===== config.mk =====
export PLATFORM = sky130hd
export DESIGN_NAME = xgmii_tx_encoder
export DESIGN_NICKNAME = d
export VERILOG_FILES = /design/src/rtl/xgmii_pkg.sv /design/src/rtl/crc32_d64.sv /design/src/rtl/xgmii_tx_encoder.sv
export SDC_FILE = /design/constraint.sdc
export NUM_CORES = 1
export LEC_CHECK = 0
export ABC_AREA = 1
export ABC_CLOCK_PERIOD_IN_PS = 11400
export CAP_MARGIN = 10
export CORE_MARGIN = 2
export CORE_UTILIZATION = 40
export DETAILED_ROUTE_END_ITERATION = 8
export GPL_TIMING_DRIVEN = 0
export SYNTH_ARGS = -nofsm -noshare
export SYNTH_HDL_FRONTEND = slang
export SYNTH_SLANG_ARGS = --single-unit

===== constraint.sdc =====
create_clock -name clk -period 11.4 [get_ports clk]
set_input_delay 1.71 -clock clk [delete_from_list [all_inputs] [get_ports clk]]
set_output_delay 1.71 -clock clk [all_outputs]
set_load 0.02 [all_outputs]

===== src/rtl/xgmii_pkg.sv =====
// Shared XGMII control characters, CRC-32 constants and transmit FSM state type.
package xgmii_pkg;

  localparam logic [7:0]  XGMII_IDLE  = 8'h07;
  localparam logic [7:0]  XGMII_START = 8'hFB;
  localparam logic [7:0]  XGMII_TERM  = 8'hFD;
  localparam logic [7:0]  XGMII_ERR   = 8'hFE;

  localparam logic [31:0] CRC32_POLY  = 32'hEDB88320;
  localparam logic [31:0] CRC32_INIT  = 32'hFFFFFFFF;

  localparam logic [63:0] IDLE_WORD   = {8{XGMII_IDLE}};
  localparam logic [63:0] ERR_WORD    = {8{XGMII_ERR}};

  typedef enum logic [1:0] {
    IDLE,
    DATA,
    TAIL,
    IPG
  } tx_state_t;

endpackage


===== src/rtl/crc32_d64.sv =====
// Combinational reflected CRC-32 update over the first nbytes (0..8) of a 64-bit word.
module crc32_d64
  import xgmii_pkg::*;
(
  input  logic [31:0] crc_in,
  input  logic [63:0] data,
  input  logic [3:0]  nbytes,
  output logic [31:0] crc_out
);

  logic [31:0] crc_acc;

  // Byte 0 is the first on the wire and sits in the top byte of data.
  always_comb begin
    crc_acc = crc_in;
    for (int b = 0; b < 8; b++) begin
      if (4'(b) < nbytes) begin
        crc_acc = crc_acc ^ {24'h0, data[63-8*b -: 8]};
        for (int i = 0; i < 8; i++) begin
          crc_acc = crc_acc[0] ? ((crc_acc >> 1) ^ CRC32_POLY) : (crc_acc >> 1);
        end
      end
    end
    crc_out = crc_acc;
  end

endmodule


===== src/rtl/xgmii_tx_encoder.sv =====
// Maps MAC frame words onto 64-bit XGMII TX: /S/ insertion, CRC-32 FCS append, /T/ and IPG.
module xgmii_tx_encoder
  import xgmii_pkg::*;
#(
  parameter int unsigned MIN_IPG_BYTES = 12,
  parameter int unsigned CNT_WIDTH     = 16
) (
  input  logic                 clk,
  input  logic                 i_rst_n,
  input  logic                 i_valid,
  input  logic [63:0]          i_data,
  input  logic                 i_last,
  input  logic [2:0]           i_last_bytes,
  output logic                 o_ready,
  output logic [63:0]          o_txd,
  output logic [7:0]           o_txc,
  output logic                 o_underrun,
  output logic [CNT_WIDTH-1:0] o_frame_cnt
);

  localparam logic [15:0] MinIpg = 16'(MIN_IPG_BYTES);

  tx_state_t            state_q, state_d;
  logic [63:0]          txd_q, txd_d;
  logic [7:0]           txc_q, txc_d;
  logic [63:0]          tail_txd_q, tail_txd_d;
  logic [7:0]           tail_txc_q, tail_txc_d;
  logic                 ready_q, ready_d;
  logic                 underrun_q, underrun_d;
  logic [CNT_WIDTH-1:0] frame_cnt_q, frame_cnt_d;
  logic [31:0]          crc_q, crc_d;
  logic [15:0]          ipg_cnt_q, ipg_cnt_d;

  logic                 xfer;
  logic [3:0]           last_k;
  logic [4:0]           last_kx;
  logic [3:0]           crc_nbytes;
  logic [31:0]          crc_next;
  logic [31:0]          fcs;
  logic [63:0]          data_lanes;
  logic [127:0]         data_ext;
  logic [127:0]         end_txd;
  logic [15:0]          end_txc;
  logic                 enter_ipg;
  logic [15:0]          ipg_seed;

  assign xfer       = i_valid & ready_q;
  assign last_k     = (i_last_bytes == 3'd0) ? 4'd8 : {1'b0, i_last_bytes};
  assign last_kx    = {1'b0, last_k};
  assign crc_nbytes = i_last ? last_k : 4'd8;
  assign fcs        = ~crc_next;

  // Wire-order byte n of the input lands on XGMII lane n.
  always_comb begin
    data_lanes = '0;
    for (int n = 0; n < 8; n++) begin
      data_lanes[8*n +: 8] = i_data[63-8*n -: 8];
    end
  end

  assign data_ext = {IDLE_WORD, data_lanes};

  crc32_d64 u_crc (
    .crc_in  (crc_q),
    .data    (i_data),
    .nbytes  (crc_nbytes),
    .crc_out (crc_next)
  );

  // Two-word view of the frame end: data, FCS (LSB byte first), /T/, then /I/ fill.
  always_comb begin
    end_txd = {2{IDLE_WORD}};
    end_txc = '1;
    for (int n = 0; n < 16; n++) begin
      if (5'(n) < last_kx) begin
        end_txd[8*n +: 8] = data_ext[8*n +: 8];
        end_txc[n]        = 1'b0;
      end else if (5'(n) < last_kx + 5'd4) begin
        end_txc[n] = 1'b0;
        case (5'(n) - last_kx)
          5'd0:    end_txd[8*n +: 8] = fcs[7:0];
          5'd1:    end_txd[8*n +: 8] = fcs[15:8];
          5'd2:    end_txd[8*n +: 8] = fcs[23:16];
          default: end_txd[8*n +: 8] = fcs[31:24];
        endcase
      end else if (5'(n) == last_kx + 5'd4) begin
        end_txd[8*n +: 8] = XGMII_TERM;
      end
    end
  end

  always_comb begin
    state_d     = state_q;
    txd_d       = IDLE_WORD;
    txc_d       = 8'hFF;
    tail_txd_d  = tail_txd_q;
    tail_txc_d  = tail_txc_q;
    ready_d     = ready_q;
    underrun_d  = 1'b0;
    frame_cnt_d = frame_cnt_q;
    crc_d       = crc_q;
    ipg_cnt_d   = ipg_cnt_q;
    enter_ipg   = 1'b0;
    ipg_seed    = '0;

    unique case (state_q)
      IDLE: begin
        ready_d = 1'b1;
        if (xfer) begin
          txd_d   = {data_lanes[63:8], XGMII_START};
          txc_d   = 8'h01;
          crc_d   = CRC32_INIT;
          state_d = DATA;
        end
      end
      DATA: begin
        if (!i_valid) begin
          txd_d      = ERR_WORD;
          txc_d      = 8'hFF;
          underrun_d = 1'b1;
          enter_ipg  = 1'b1;
          ipg_seed   = 16'd0;
        end else if (xfer) begin
          crc_d = crc_next;
          if (!i_last) begin
            txd_d = data_lanes;
            txc_d = 8'h00;
          end else begin
            txd_d = end_txd[63:0];
            txc_d = end_txc[7:0];
            if (last_k <= 4'd3) begin
              frame_cnt_d = frame_cnt_q + 1'b1;
              enter_ipg   = 1'b1;
              ipg_seed    = 16'(4'd3 - last_k);
            end else begin
              // /T/ spills into the next word; seed the idle count it will leave behind.
              tail_txd_d = end_txd[127:64];
              tail_txc_d = end_txc[15:8];
              ipg_cnt_d  = 16'(4'd11 - last_k);
              ready_d    = 1'b0;
              state_d    = TAIL;
            end
          end
        end
      end
      TAIL: begin
        txd_d       = tail_txd_q;
        txc_d       = tail_txc_q;
        frame_cnt_d = frame_cnt_q + 1'b1;
        enter_ipg   = 1'b1;
        ipg_seed    = ipg_cnt_q;
      end
      IPG: begin
        enter_ipg = 1'b1;
        ipg_seed  = ipg_cnt_q + 16'd8;
      end
      default: state_d = IDLE;
    endcase

    // Ready rises together with the output word that completes the gap.
    if (enter_ipg) begin
      ipg_cnt_d = ipg_seed;
      if (ipg_seed >= MinIpg) begin
        ready_d = 1'b1;
        state_d = IDLE;
      end else begin
        ready_d = 1'b0;
        state_d = IPG;
      end
    end
  end

  always_ff @(posedge clk or negedge i_rst_n) begin
    if (!i_rst_n) begin
      state_q     <= IDLE;
      txd_q       <= IDLE_WORD;
      txc_q       <= 8'hFF;
      tail_txd_q  <= IDLE_WORD;
      tail_txc_q  <= 8'hFF;
      ready_q     <= 1'b1;
      underrun_q  <= 1'b0;
      frame_cnt_q <= '0;
      crc_q       <= CRC32_INIT;
      ipg_cnt_q   <= '0;
    end else begin
      state_q     <= state_d;
      txd_q       <= txd_d;
      txc_q       <= txc_d;
      tail_txd_q  <= tail_txd_d;
      tail_txc_q  <= tail_txc_d;
      ready_q     <= ready_d;
      underrun_q  <= underrun_d;
      frame_cnt_q <= frame_cnt_d;
      crc_q       <= crc_d;
      ipg_cnt_q   <= ipg_cnt_d;
    end
  end

  assign o_ready     = ready_q;
  assign o_txd       = txd_q;
  assign o_txc       = txc_q;
  assign o_underrun  = underrun_q;
  assign o_frame_cnt = frame_cnt_q;

endmodule


After elaboration in Yosys (flattened, before gate mapping) --
Index checks and enable logic that the tools add are counted.
Cells by class: bitwise operators 75, muxes and demuxes 222, eq/ne operators 61, add/subtract/negate cells 21, $lt $le $gt $ge 42, reduce and logical (&&, ||, !) cells 33
Operator list (number):
- $mux 32 | 75
- $not 13->14 | 64
- $mux 8 | 52
- $pmux 8 s3 | 17
- $mux 64 | 4
- $xor 32x8->32 | 8
- $mux 16 | 14
- $pmux 64 s3 | 1
- $logic_not 5->1 | 17
- $eq 5x1->1 const B | 16
- $eq 5x2->1 const B | 16
- $pmux 32 s2 | 1
- $pmux 16 s3 | 1
- $sub 4x4->5 const A | 9
- $mux 1 | 44
- $eq 4x5->1 const A | 8
- $lt 4x5->1 const A | 8
- $lt 3x4->1 const A | 8
- $lt 4x4->1 const A | 8
- $not 32->32 | 1
- $pmux 16 s2 | 1
- $eq 3x5->1 const A | 4
- $lt 3x5->1 const A | 4
- $reduce_and 5->1 | 4
- other kinds (31) | 69
Word-level totals: output and inout port bits 90, bits of input ports 71, bits in registers 212, logic and storage cells 464

Longest topological paths before layout --
Gate-level depths: netlist (run 1).
depth in word-level cells 152, gate-level depth with buffers 73, mapped depth without buffers 73

By module --
A second synthesis (run 1) with hierarchy kept.
Unflattened totals: cell total of the unflattened synthesis 4677, area total of the unflattened synthesis 27048.4 um^2
Modules (own cells, without submodules):
- crc32_d64 | cells each 3066, seq. area each 0.0 um^2, area an instance 14528.9 um^2, instances 1
- xgmii_tx_encoder | cells each 1611, seq. area each 5376.4 um^2, area an instance 12519.5 um^2, instances 1

Worst setup path after synthesis (run 1) --
OpenSTA, ideal clock, no wires.
path kind input-to-reg, from input i_data[57], to register txd_q[44], in the netlist o_txd[44], cell stages on the path 64, required time 11274 ps, path slack 4538 ps, library setup time 126 ps, arrival 6737 ps, buffers on the path 4, cell sequence inv_1 -> nand2_1 -> nand2_2 -> nand2_1 -> nand2_1 -> inv_1 -> nand2_2 -> nand3_1 -> nand2_2 -> buf_6 -> nand3_2 -> nand2_1 -> nand2_1 -> nand3_2 -> nand3_2 -> nand2_4 -> nand3_2 -> nand2_1 -> (+28 left out) -> nand3_2 -> nand2_2 -> nand2_1 -> nand2_2 -> nand2_1 -> nand2_2 -> nand2_1 -> nand2_1 -> nand2_2 -> o21ai_2 -> buf_6 -> nor2_1 -> nor2_1 -> nand3_1 -> nand2_1 -> nand2_1 -> nand2_1 -> nand2_1
On the way: cells in the longest elaborated chain, start to end 112, elaborated cells on any way between the ends 150, classes of those cells mux (79); bitwise (71)
Ends and longest elaborated chain:
- start, declared | RTL line xgmii_tx_encoder.sv:11 | input logic [63:0] i_data,
- $xor 32x8->32 * | RTL line crc32_d64.sv:18 | crc_acc = crc_acc ^ {24'h0, data[63-8*b -: 8]};
- $mux 32 * (4 in series) | RTL line crc32_d64.sv:20 | crc_acc = crc_acc[0] ? ((crc_acc >> 1) ^ CRC32_POLY) : (crc_acc >> 1);
- $not 13->14 (no line) or $mux 32 (tied branches)
- $mux 32 * (4 in series) | RTL line crc32_d64.sv:20
- $mux 32 * | RTL line crc32_d64.sv:17 | if (4'(b) < nbytes) begin
- $xor 32x8->32 (tied with other cells) | RTL line crc32_d64.sv:18
- $mux 32 (tied with other cells) (2 in series) | RTL line crc32_d64.sv:20
- $mux 32 or $xor 32x8->32 (tied branches) | RTL line crc32_d64.sv:20, crc32_d64.sv:18
- (+90 left out)
- $pmux 8 s3 * | RTL line xgmii_tx_encoder.sv:80 | case (5'(n) - last_kx)
- $mux 8 * | RTL line xgmii_tx_encoder.sv:78 | end else if (5'(n) < last_kx + 5'd4) begin
- $mux 8 * | RTL line xgmii_tx_encoder.sv:75 | if (5'(n) < last_kx) begin
- $mux 64 * | RTL line xgmii_tx_encoder.sv:125 | if (!i_last) begin
- $mux 64 * | RTL line xgmii_tx_encoder.sv:123 | end else if (xfer) begin
- $mux 64 * | RTL line xgmii_tx_encoder.sv:117 | if (!i_valid) begin
- $pmux 64 s3 * | RTL line xgmii_tx_encoder.sv:106 | unique case (state_q)
- named net txd_d[44] | RTL line xgmii_tx_encoder.sv:24 | logic [63:0] txd_q, txd_d;
- end signal, assigned | RTL line xgmii_tx_encoder.sv:187 | txd_q <= txd_d;
- end, declared | RTL line xgmii_tx_encoder.sv:24
The timed path passes the listed nets; every way through them passes the cells marked *. A chain may end at the register's enable or synchronous reset.

Worst setup path in the final report (run 1) --
from input i_last_bytes[1], to register txd_q[45], in the netlist o_txd[45]
On the way: cells in the longest elaborated chain, start to end 107, elaborated cells on any way between the ends 155, classes of those cells add/sub (2); order compare (10); eq/ne (3); mux (74); bitwise (64); reduce/logical (2)
Ends and longest elaborated chain:
- start, declared | RTL line xgmii_tx_encoder.sv:13 | input logic [2:0] i_last_bytes,
- $logic_not 3->1 | RTL line xgmii_tx_encoder.sv:48 | assign last_k = (i_last_bytes == 3'd0) ? 4'd8 : {1'b0, i_last_bytes};
- $mux 4 * | RTL line xgmii_tx_encoder.sv:48
- $mux 4 | RTL line xgmii_tx_encoder.sv:50 | assign crc_nbytes = i_last ? last_k : 4'd8;
- $lt 1x4->1 | RTL line crc32_d64.sv:17
- $mux 32 | RTL line crc32_d64.sv:17
- $xor 32x8->32 | RTL line crc32_d64.sv:18
- $mux 32 or $not 13->14 (tied branches)
- $not 13->14 (no line) or $mux 32 (tied branches)
- (+92 left out)
- $pmux 8 s3 | RTL line xgmii_tx_encoder.sv:80
- $mux 8 | RTL line xgmii_tx_encoder.sv:78
- $mux 8 * | RTL line xgmii_tx_encoder.sv:75
- $mux 64 * | RTL line xgmii_tx_encoder.sv:125
- $mux 64 * | RTL line xgmii_tx_encoder.sv:123
- $mux 64 * | RTL line xgmii_tx_encoder.sv:117
- $pmux 64 s3 * | RTL line xgmii_tx_encoder.sv:106
- named net txd_d[45] | RTL line xgmii_tx_encoder.sv:24
Marked as above.

==> out/qor.csv, run 1 <==
metric;value;unit
fin_crit_sh;96.1;%
layout_commonest_cell;nand2_1;
vias_per_cell;5.88;
vias;36000;
ys_top_cells_by_area;nand2_1, nand3_1, dfrtp_1;
synth_simple_gate_area_share;58.1;%
gp_congestion;1.05;
synth-seq-cells;210;
crit_top_cell;nand2_1;
yosysTopAreaCell;nand2_1;
final_cell_mix;nand2_1, nand3_1, inv_1;
ant_nets;0;
antennaDiodeCount;0;
synth_top_area_share;30.0;%
timing.rr.start;crc_q[1]$_DFFE_PN1P_;
syn-num-nets;5076;
slew_headroom;11.5;%
cp_max_fo;11;
hold_viol;0;
final_max_slew_viol_count;0;
overflow;0;
worstHoldStart;tail_txc_q[3]$_DFFE_PN1P_;
startpoint;i_last_bytes[1];
syn-mean-instance-area;5.55;um2
crit_path_end_kind;register;
post_cts_resize_count;0;
yosysWarnings;0;
worst_pin_slew;1.33;ns
fin_worst_skew;0.0240;ns
min_path_type;reg2reg;
dr.pass1.iters;8;
drive_above_1_share;10.5;%
cts_setup_buffers;0;
tns;0;ns
num-nets-final;5263;
min_period;10.95;ns
synth_seq_area_share;19.4;%
finalWirelength;147000;um
first_global_vias;31700;
dp_hpwl;120000;um
drc;0;
synthXorXnorAreaFrac;2.99;%
pin_count;161;
synth_compound_area_share;10.4;%
row_count;96;
ctsLongestPathBuffers;3;
yosysUniqueCellTypes;58;
cts_made_buffers;22;
worstSetupPathType;in2reg;
fp.dieH;267;um
area_growth;12.8;%
synthMuxAreaShare;0;%
cts.clk_slew.worst_paths;0.06;ns
cts_tree;yes;
grt_usage;40.1;%
synth_top_family_by_area;simple AND/OR/NAND/NOR gates;
netlist_area;27700;um2
critPathSlowestCell;nor2_1;
grt_pass1_wl;212000;um
fmax;91.3;MHz
cp.required;11.83;ns
antenna_found_initial;2;
clk_latency;0.56;ns
rsz0062_at_grt;false;
portBuffers;160;
finalSetupViolCount;0;
grt_max_degree;77;
drtIter0Drc;5157;
routedWlPerCell;24.0;um
core;68600;um2
die_x;267;um
synth_adder_area_share;0.542;%
clkSinkCount;210;
cts_hold_buf;0;
outcome;finished clean;
max_stage_delay;1.00;ns
maxCapViolCount;0;
cp.arrival;11.39;ns
clockRootBuffer;clkbuf_16;
dieArea;71400;um2
start_util;40.4;%
syn_inst;4993;
cts-htree-levels;1;
worstSetupStartpointType;input pin;
-- area by class of cell --
cell class                 count  area, um2
fill                        7575      37300
multi-input combinational   4201      20000
sequential                   210       5380
timing repair buffer         163       1670
inverter                     437       1640
tap                          931       1160
buffer                       145        727
clock buffer                  31        636
clock inverter                 9       77.6
-- metal layers --
metal	global-route usage, %	vias up	share of wire, %
met1	57.4	16900	43
met4	15.6	2	4.4
met3	6.55	335	11
li1	-	16700	-
met5	0	-	0.012
met2	59.9	2082	41
-- Yosys cell counts, drive strengths merged --
library cell / number
o22a: 1
dfrtp: 113
o211ai: 31
o221ai: 10
nand2: 2408
dfstp: 97
nand3: 925
buf: 76
o21ai: 197
xor2: 66
o22ai: 30
a22o: 4
a21boi: 6
nand4: 49
a21oi: 99
nor3: 21
a221o: 1
a2bb2oi: 1
nand3b: 4
clkbuf: 69
ha: 12
and2: 1
xnor2: 23
or2: 17
nand2b: 1
a221oi: 53
xnor3: 1
o21bai: 11
o2111ai: 8
a22oi: 11
inv: 432
nor2: 195
a31oi: 6
clkinv: 5
a211oi: 1
nor4: 3
a41oi: 2
and3: 3
-- cell families (layout without fill, tap and decap cells) --
group,count (synthesis),in the layout
flip-flops,210,210
AND/OR/NAND/NOR,3627,3627
XOR/XNOR,90,90
AO/OA/AOI/OAI,472,472
adder cells (fa/ha/maj),12,12
buffers and inverters,582,785
-- registers in the layout (all words and copies together) (netlist names), 2 cells and up --
name	cells
crc_q	32
ipg_cnt_q	14
o_frame_cnt	16
o_txc	8
o_txd	64
state_q	2
tail_txc_q	8
tail_txd_q	64
-- critical path, delay by kind of cell --
family,cells,cell delay [ns]
xor gates and xnor gates,1,0.28
and+or+nand+nor,26,4.99
buffers and inverters,7,3.55
AOI/OAI and AO/OA,3,0.79
-- path summary, 6_finish.rpt --
path	endpoint	slack [ns]	depth (start not counted)
max reg2reg	o_txd[45]$_DFF_PN0_	2.47	61
min in group asynchronous	o_txd[60]$_DFF_PN0_	1.12	1
max in group asynchronous	crc_q[5]$_DFFE_PN1P_	9.11	3
max	o_txd[45]$_DFF_PN0_	0.45	37
min	tail_txc_q[3]$_DFFE_PN1P_	0.46	2
min reg2reg	tail_txc_q[3]$_DFFE_PN1P_	0.46	2
-- metrics by stage --
stage | hold WS (ns) | std cells | setup slack [ns] | util, % | area [um2]
6_report | 0.462 | 6127 | 0.447 | 45.6 | 31200
5_1_grt | 0.490 | 6127 | 0.131 | 45.6 | 31200
4_1_cts | 0.462 | 6126 | 0.992 | 45.5 | 31200
3_5_place_dp | 0.453 | 6086 | 0.447 | 44.5 | 30500
3_3_place_gp | 0.452 | 6084 | -0.412 | 44.4 | 30500
2_1_floorplan | 0.442 | 4993 | 4.54 | - | 27700
Power of run 1 is left out: the tool's default activity adds up to more than one toggle a clock period on the data nets, which glitch-free logic cannot reach.
==> inputs of run 2 (changes only) <==
- CTS_BUF_LIST: default -> sky130_fd_sc_hd__clkbuf_4 sky130_fd_sc_hd__clkbuf_8
- SETUP_SLACK_MARGIN: default -> 0.2
==> run 2 against run 1 <==
Wire length up 0.18%; core utilization increased by 0.14 points; setup slack better by 0.35 ns; critical path depth increased by 17; sequential cell count stayed put; cell area rose by 0.31%; register-to-register slack worse by 0.12 ns; sequential share of layout area is 0.053 points lower; clock skew is 0.0032 ns higher; global-route usage rose by 0.063 points; final cell count is 0.46% higher; die area stayed put; highest routed layer unchanged.
==> out/qor.csv, run 2 (synthesis results as in run 1) <==
metric;value;unit
vias;36000;
timing.rr.start;crc_q[7]$_DFFE_PN1P_;
final_util;45.7;%
wl_met3;16700;um
max_stage_delay;0.96;ns
row_count;96;
multi_input_area;20000;um2
dieArea;71400;um2
crit_path_end_kind;register;
final_cell_mix;nand2_1, nand3_1, inv_1;
dp_hpwl;120000;um
clockRootBuffer;clkbuf_8;
cp.required;11.85;ns
routedWlPerCell;23.9;um
crit-reg2reg-capture;o_txd[45]$_DFF_PN0_;
worstSetupStartpointType;input pin;
cts-htree-levels;2;
clk_latency;0.59;ns
outcome;finished clean;
grt_pass1_wl;212000;um
cts_made_buffers;36;
ff_latch_area;5380;um2
rrSetupSlack;2.35;ns
cts_hold_buf;0;
rsz0062_at_grt;false;
finalWirelength;147000;um
startpoint;i_last_bytes[1];
drc;0;
cp_max_fo;10;
min_path_type;reg2reg;
antenna_found_initial;3;
critPathBufInv;9;
area_growth;13.1;%
grt_usage;40.2;%
hold_viol;0;
fmax;94.3;MHz
overflow;0;
start_util;40.4;%
fp.dieH;267;um
setup_ws;0.797;ns
layout_commonest_cell;nand2_1;
crit_top_cell;nand2_1;
cts.clk_slew.worst_paths;0.06;ns
top_layer_used;met5;
portBuffers;160;
placed_cells;6086;
holdWs;0.463;ns
wl_met2;61000;um
fill_cells;7567;
finalSetupViolCount;0;
min_to;tail_txc_q[3]$_DFFE_PN1P_;
drtIter0Drc;5184;
die_x;267;um
post-place-ws;0.447;ns
whs_path_depth;2;
wl_met1;63000;um
final_max_slew_viol_count;0;
critPathSlowestCell;nor2_1;
clkSinkCount;210;
gp_congestion;1.05;
maxCapViolCount;0;
num-nets-final;5277;
slew_headroom;6.04;%
cts_setup_buffers;0;
cts_tree;yes;
ant_nets;0;
core;68600;um2
first_global_vias;31800;
ctsLongestPathBuffers;3;
min_period;10.60;ns
grt_max_degree;77;
worstSetupPathType;in2reg;
drive_above_1_share;11.1;%
vias_per_cell;5.86;
cp.arrival;11.05;ns
worst_pin_slew;1.41;ns
pin_count;161;
critPathTopFamily;simple AND/OR/NAND/NOR gates;
fin_crit_sh;93.0;%
fin_worst_skew;0.0271;ns
worstHoldStart;tail_txc_q[3]$_DFFE_PN1P_;
dr.pass1.iters;7;
rr_worst_depth;61;
final_cells;6155;
## run 2: changes by cell type in the layout (fill, tap and decap cells not counted), sizes merged
cell / previous run / this run
clkinvlp: 0 / 1
diode: 0 / 2
bufinv: 0 / 1
clkinv: 13 / 10
inv: 433 / 435
clkbuf: 101 / 126
## run 2: worst min-delay path, delay by kind of cell, from the launching register on
kind          cells  cell delay [ns]
flops             1             0.37
simple gates      2             0.09
## run 2: area by class of cell
class                      instances  share of cell area [%]
clock buffer                      56                    2.26
timing repair buffer             163                    5.32
sequential                       210                    17.2
tap                              931                    3.72
antenna                            2                  0.0160
clock inverter                    10                   0.299
multi-input combinational       4201                    63.7
buffer                           145                    2.32
inverter                         437                    5.24
## run 2: repair_timing
item	CTS	global route
endpoints found under the hold margin	0	0
setup endpoints to repair	0	4
resized for setup	0	1
## run 2: through the flow
step,area (um2),setup TNS (ns)
after global placement,30500,-44.66
after detailed placement,30500,0
after CTS,31300,0
after global routing,31300,0
after floorplan,27700,0
final,31300,0
## run 2: how the worst max path moves through the flow
stage                                endpoint  slack (ns)  cells past startpoint
after floorplan           o_txd[44]$_DFF_PN0_        4.54                     64
after global placement     o_txd[7]$_DFF_PN0_       -0.41                      1
after detailed placement  o_txd[45]$_DFF_PN0_        0.45                     37
after CTS                 o_txd[45]$_DFF_PN0_        1.01                     37
after global routing      o_txd[45]$_DFF_PN0_        0.49                     53
final                     o_txd[45]$_DFF_PN0_        0.80                     54
## run 2: layer usage
| metal | vias to the layer above | global-route usage (%) |
|---|---|---|
| li1 | 16700 | - |
| met3 | 350 | 6.80 |
| met2 | 2199 | 60.0 |
| met4 | 4 | 15.6 |
| met1 | 16800 | 57.2 |
| met5 | - | 0 |
Power of run 2 is left out for the same reason.
